## src/rtl/mcu_pkg.sv

```systemverilog
// Shared types for the multi-cycle sequencer: FSM states, opcode values,
// datapath select encodings, and the per-state Moore control word.
package mcu_pkg;

   typedef enum logic [3:0] {
      IDLE, FETCH, DECODE, EXEC, WB_ALU, ADDR,
      MEM_RD, WB_MEM, MEM_WR, BRANCH, JUMP, TRAP
   } state_t;

   localparam logic [3:0] OP_ADD  = 4'b0000;
   localparam logic [3:0] OP_SUB  = 4'b0001;
   localparam logic [3:0] OP_AND  = 4'b0010;
   localparam logic [3:0] OP_OR   = 4'b0110;
   localparam logic [3:0] OP_SLT  = 4'b0111;
   localparam logic [3:0] OP_LW   = 4'b1000;
   localparam logic [3:0] OP_SW   = 4'b1010;
   localparam logic [3:0] OP_BEQ  = 4'b1110;
   localparam logic [3:0] OP_J    = 4'b1111;

   localparam logic [1:0] ALU_ADD  = 2'b00;
   localparam logic [1:0] ALU_SUB  = 2'b01;
   localparam logic [1:0] ALU_FUNC = 2'b10;

   localparam logic [1:0] SRCB_RT  = 2'b00;
   localparam logic [1:0] SRCB_ONE = 2'b01;
   localparam logic [1:0] SRCB_IMM = 2'b10;

   localparam logic [1:0] PC_ALU    = 2'b00;
   localparam logic [1:0] PC_ALUOUT = 2'b01;
   localparam logic [1:0] PC_JUMP   = 2'b10;

   typedef struct packed {
      logic rtype;
      logic load;
      logic store;
      logic branch;
      logic jump;
      logic illegal;
   } op_class_t;

   typedef struct packed {
      logic       mem_req;
      logic       mem_we;
      logic       i_or_d;
      logic       pc_write;
      logic       pc_write_cond;
      logic [1:0] pc_src;
      logic       alu_src_a;
      logic [1:0] alu_src_b;
      logic [1:0] alu_op;
      logic       reg_dst;
      logic       mem_to_reg;
      logic       reg_write;
      logic       illegal;
   } ctrl_t;

   // Moore control word for each state; the FETCH handshake strobes are added outside.
   function automatic ctrl_t ctrl_for(input state_t s);
      ctrl_t c;
      c = '0;
      unique case (s)
         FETCH: begin
            c.mem_req   = 1'b1;
            c.alu_src_b = SRCB_ONE;
            c.alu_op    = ALU_ADD;
            c.pc_src    = PC_ALU;
         end
         DECODE: begin
            c.alu_src_b = SRCB_IMM;
            c.alu_op    = ALU_ADD;
         end
         EXEC: begin
            c.alu_src_a = 1'b1;
            c.alu_src_b = SRCB_RT;
            c.alu_op    = ALU_FUNC;
         end
         WB_ALU: begin
            c.reg_dst   = 1'b1;
            c.reg_write = 1'b1;
         end
         ADDR: begin
            c.alu_src_a = 1'b1;
            c.alu_src_b = SRCB_IMM;
            c.alu_op    = ALU_ADD;
         end
         MEM_RD: begin
            c.mem_req = 1'b1;
            c.i_or_d  = 1'b1;
         end
         WB_MEM: begin
            c.mem_to_reg = 1'b1;
            c.reg_write  = 1'b1;
         end
         MEM_WR: begin
            c.mem_req = 1'b1;
            c.mem_we  = 1'b1;
            c.i_or_d  = 1'b1;
         end
         BRANCH: begin
            c.alu_src_a     = 1'b1;
            c.alu_src_b     = SRCB_RT;
            c.alu_op        = ALU_SUB;
            c.pc_write_cond = 1'b1;
            c.pc_src        = PC_ALUOUT;
         end
         JUMP: begin
            c.pc_write = 1'b1;
            c.pc_src   = PC_JUMP;
         end
         TRAP: c.illegal = 1'b1;
         default: c = '0;
      endcase
      return c;
   endfunction

endpackage

```

## src/rtl/op_classify.sv

```systemverilog
// Combinational opcode to one-hot instruction class; shared with the
// single-cycle decoder so both cores agree on what is legal.
module op_classify
   import mcu_pkg::*;
(
   input  logic [3:0] op_i,
   output op_class_t  class_o
);

   always_comb begin
      class_o = '0;
      unique case (op_i)
         OP_ADD, OP_SUB, OP_AND, OP_OR, OP_SLT: class_o.rtype  = 1'b1;
         OP_LW:                                 class_o.load   = 1'b1;
         OP_SW:                                 class_o.store  = 1'b1;
         OP_BEQ:                                class_o.branch = 1'b1;
         OP_J:                                  class_o.jump   = 1'b1;
         default:                               class_o.illegal = 1'b1;
      endcase
   end

endmodule

```

## src/rtl/multicycle_control.sv

```systemverilog
// Multi-cycle Moore sequencer with a memory handshake and a retired-instruction
// counter. Control outputs are registered from the next state.
module multicycle_control
   import mcu_pkg::*;
#(
   parameter int CNT_W = 16
)(
   input  logic             clk,
   input  logic             rst_n,
   input  logic [3:0]       op,
   input  logic             mem_ready,
   output logic             mem_req,
   output logic             mem_we,
   output logic             i_or_d,
   output logic             ir_write,
   output logic             pc_write,
   output logic             pc_write_cond,
   output logic [1:0]       pc_src,
   output logic             alu_src_a,
   output logic [1:0]       alu_src_b,
   output logic [1:0]       alu_op,
   output logic             reg_dst,
   output logic             mem_to_reg,
   output logic             reg_write,
   output logic             illegal,
   output logic [CNT_W-1:0] retired
);

   state_t           state_q, state_d;
   ctrl_t            ctrl_q;
   logic [CNT_W-1:0] retired_q;
   op_class_t        opClass;
   logic             retire;
   logic             fetchAccept;

   op_classify u_classify (
      .op_i    (op),
      .class_o (opClass)
   );

   always_comb begin
      state_d = state_q;
      unique case (state_q)
         IDLE:   state_d = FETCH;
         FETCH:  if (mem_ready) state_d = DECODE;
         DECODE: begin
            if (opClass.rtype)                      state_d = EXEC;
            else if (opClass.load || opClass.store) state_d = ADDR;
            else if (opClass.branch)                state_d = BRANCH;
            else if (opClass.jump)                  state_d = JUMP;
            else                                    state_d = TRAP;
         end
         EXEC:   state_d = WB_ALU;
         WB_ALU: state_d = FETCH;
         // op must still be a memory op here; anything else is treated as illegal.
         ADDR: begin
            if (opClass.load)       state_d = MEM_RD;
            else if (opClass.store) state_d = MEM_WR;
            else                    state_d = TRAP;
         end
         MEM_RD: if (mem_ready) state_d = WB_MEM;
         WB_MEM: state_d = FETCH;
         MEM_WR: if (mem_ready) state_d = FETCH;
         BRANCH: state_d = FETCH;
         JUMP:   state_d = FETCH;
         TRAP:   state_d = TRAP;
         default: state_d = IDLE;
      endcase
   end

   // Every way into FETCH except the startup one completes an instruction.
   assign retire = (state_d == FETCH) && (state_q != IDLE) && (state_q != FETCH);

   always_ff @(posedge clk or negedge rst_n) begin
      if (!rst_n) begin
         state_q   <= IDLE;
         ctrl_q    <= '0;
         retired_q <= '0;
      end else begin
         state_q <= state_d;
         ctrl_q  <= ctrl_for(state_d);
         if (retire) retired_q <= retired_q + CNT_W'(1);
      end
   end

   // The IR/PC load strobes are the only outputs that follow mem_ready directly.
   assign fetchAccept   = (state_q == FETCH) && mem_ready;

   assign mem_req       = ctrl_q.mem_req;
   assign mem_we        = ctrl_q.mem_we;
   assign i_or_d        = ctrl_q.i_or_d;
   assign ir_write      = fetchAccept;
   assign pc_write      = ctrl_q.pc_write | fetchAccept;
   assign pc_write_cond = ctrl_q.pc_write_cond;
   assign pc_src        = ctrl_q.pc_src;
   assign alu_src_a     = ctrl_q.alu_src_a;
   assign alu_src_b     = ctrl_q.alu_src_b;
   assign alu_op        = ctrl_q.alu_op;
   assign reg_dst       = ctrl_q.reg_dst;
   assign mem_to_reg    = ctrl_q.mem_to_reg;
   assign reg_write     = ctrl_q.reg_write;
   assign illegal       = ctrl_q.illegal;
   assign retired       = retired_q;

endmodule

```

## config.mk

```make
export PLATFORM = sky130hd
export DESIGN_NAME = multicycle_control
export DESIGN_NICKNAME = d
export VERILOG_FILES = /design/src/rtl/mcu_pkg.sv /design/src/rtl/op_classify.sv /design/src/rtl/multicycle_control.sv
export SDC_FILE = /design/constraint.sdc
export NUM_CORES = 1
export LEC_CHECK = 0
export CORE_MARGIN = 3
export CORE_UTILIZATION = 54
export DETAILED_ROUTE_END_ITERATION = 10
export PLACE_DENSITY = 0.91
export SLEW_MARGIN = 20
export SYNTH_ARGS = -nofsm -noshare
export SYNTH_HDL_FRONTEND = slang
export SYNTH_SLANG_ARGS = --single-unit
```

## constraint.sdc

```tcl
create_clock -name clk -period 5.1 [get_ports clk]
set_clock_uncertainty 0.2 [all_clocks]
set_input_delay 1.02 -clock clk [delete_from_list [all_inputs] [get_ports clk]]
set_output_delay 1.02 -clock clk [all_outputs]
set_load 0.03 [all_outputs]
```

==> impl_results.md <==
- Final period utilization: approximately three quarters
- Clk Latency, worst-skew pair: about 340 ps
- Drt total wl: 3780 µm
- Cts repair resizes: 0
- Final Max Tran Viols: 0
- Most common cell on crit path: clkdlybuf4s50_1
- CP Max Fanout: 7
- Setup crit end kind: output pin
- Slowest cell on crit path: clkdlybuf4s50_1
- Worst setup SP type: input port
- Maximum VDD drop: 0.298 mV
- Row cnt: 20
- Critical path arrival: 2550 ps
- Vias per cell: 5.54
- Max_cap viols: 0
- Die ar.: 4050 µm²
- Number of DRC markers in iteration 0: 59
- Chip height: 63.6 µm
- Setup TNS: 0 ps
- Vias after detailed routing: 1373
- Io pins: 40
- Reg clk slew, reported paths: about 100 ps
- Crit path time final: 3770 ps
- Yosys warnings: 0
- Post-synth EDFFs: 0
- Largest net degree at the start of global routing: 37
- Nets@finish: 212
- Grt total ovfl: 0
- Vias in the first global route: ~1300
- Endpoints failing setup: 0
- Pleak: 1.01 nW
- Mapped Cells: about 170
- CTS buffer count: 5
- FMAX: ~0.27 GHz
- Max FFs per register: 16
- Primary FF master, synth: dfrtp_1
- Gr usage total: about a fifth
- Top post-synthesis cells by count: dfrtp_1 (36), nand2_1 (14), nor2_1 (14), xor2_1 (13), nand3_1 (7)
- Final hold vios: 0
- Synth Net Count: about 180
- Yosys cell types: 49
- Hold Crit Depth: 1
- Filler cells: about 250
- Max Buffers Root-to-Sink: 2
- First-pass GRT wire length: 6520 µm
- Post-CTS Setup Repair Bufs: 0
- ANT cells: 0
- Most common cell in the synthesized netlist: dfrtp_1
- Yosys reg bits: 36
- Clk sink count: 36
- Final Power: 1.20 mW
- Detailed placement HPWL: 2800 µm
- Status: finished clean
- P&R area growth vs syn: 23.7%
- Req. time, crit path: 3880 ps
- Hold-fix buffers, CTS: 0
- H-tree levels: 2
- Synth area leader: dfrtp_1
- Pwr dens: 542 nW/µm²
- CP Cell Sequence: clkdlybuf4s50_1, nand3_1, nand2b_1, clkdlybuf4s50_1
- Async set-reset flop share out of synthesis: between 90% and 100%
- Worst path max stage delay: 670 ps
- Die Width: between 60 and 70 µm
- Initial Util: 57.8%
- DRC Markers: 0
- Post-route ant nets: 0
- CTS tree: built
- Max-slew headroom: 36.8%
- CP Class: in2out
- First drt pass iteration count: 4
- Buf/Inv on CP: 2
- CTS root buffer: clkbuf_4
- Largest delay share family, worst path: buffers and inverters
- IO Port Bufs: 39
- Hold Path Class: reg2reg
- Mean Syn Cell Area: 10.6 µm²
- Mapped Area: around 1800 µm²
- Worst reg-to-reg path cell count: 6
- RSZ-0062 raised after global routing: false
- Routability congestion estimate: around 0.83
- Initial antenna violation count: 0
- Slew of the pin with the lowest slew margin: 947 ps
- Layout cells sized above 1: 9.31%
- Average wire per standard cell: 15.2 µm
- Yosys top cell area share: 50.2%
- WP depth: 4
- Synth area leaders: dfrtp_1 (50%), xor2_1 (6.3%), nand2_1 (2.9%)
- Core area: 3100 µm²
- Register area share after synthesis: roughly 50%
[layer usage]
| layer | vias to the layer above | wire length [µm] | GRT usage [%] |
|---|---|---|---|
| met1 | 668 | 1710 | 27.8 |
| met2 | 37 | 1870 | 32.7 |
| met5 | - | 0 | 0 |
| met4 | 0 | 66 | 8.09 |
| li1 | 659 | - | - |
| met3 | 9 | 135 | 4.10 |
[cell type report]
class / instances / area [µm²] / share of cell area, %
clock inverters: 1 / 5.00 / 0.225
clock buffers: 6 / 41.3 / 1.86
repair buffers: 40 / 398 / 17.9
well taps: 44 / 55.1 / 2.48
multi-input cells: 115 / 797 / 35.9
flip-flops and latches: 36 / 901 / 40.6
inverters: 6 / 22.5 / 1.01
[worst paths after layout]
check / startpoint / to / slack (ps)
setup / recovery: mem_ready / pc_write / 1330
hold / removal: retired[15] / retired[15] / 280
setup reg to reg: state_q[1] / retired[12] / 2320
hold reg to reg: retired[15] / retired[15] / 280
max in group asynchronous: rst_n / retired[5] / 3500
min in group asynchronous: rst_n / pc_write_cond / 890
[kinds of logic (layout without fill, tap and decap cells)]
group	count (synthesis)	after routing	synth area share [%]
AND/OR/NAND/NOR	77	77	26.6
AO/OA/AOI/OAI	20	20	8.65
XOR/XNOR	16	16	7.81
buffers and inverters	18	53	5.37
flip-flops	36	36	50.2
multiplexers	1	1	0.628
adder cells (fa/ha/maj)	1	1	0.697
[cell usage in the layout (no fill, tap or decap), types with 2 or more instances in the layout]
cell,count
a21o_1,2
and2_1,2
and3_1,4
clkbuf_4,5
clkdlybuf4s50_1,39
dfrtp_1,36
inv_1,5
nand2_1,14
nand2b_1,3
nand3_1,7
nand4_1,2
nor2_1,14
nor2b_1,4
nor3_1,3
nor3_2,4
nor3b_1,3
nor4_1,2
nor4b_1,3
o211ai_1,2
o21ai_0,4
or2_2,2
xnor2_1,3
xor2_1,13
[stage by stage]
stage                     worst slack (ps)  hold WS, ps  util (%)  cells  instance area, µm²
final                                 1330          276      71.5    248                2220
after global routing                  1260          305      71.5    248                2220
after CTS                             1310          281      71.5    248                2220
after detailed placement              1300          264      70.0    241                2170
after global placement                1360          255      70.0    241                2170
after floorplan                       2360          378         -    169                1790
[report_power, final]
part	switching [mW]	internal, mW	leakage, nW
sequential	0.0900	0.359	0.478
combinational	0.368	0.248	0.504
clock	0.0885	0.0508	0.0281
total	0.546	0.657	1.01
Power figures use the tool's default switching activity.
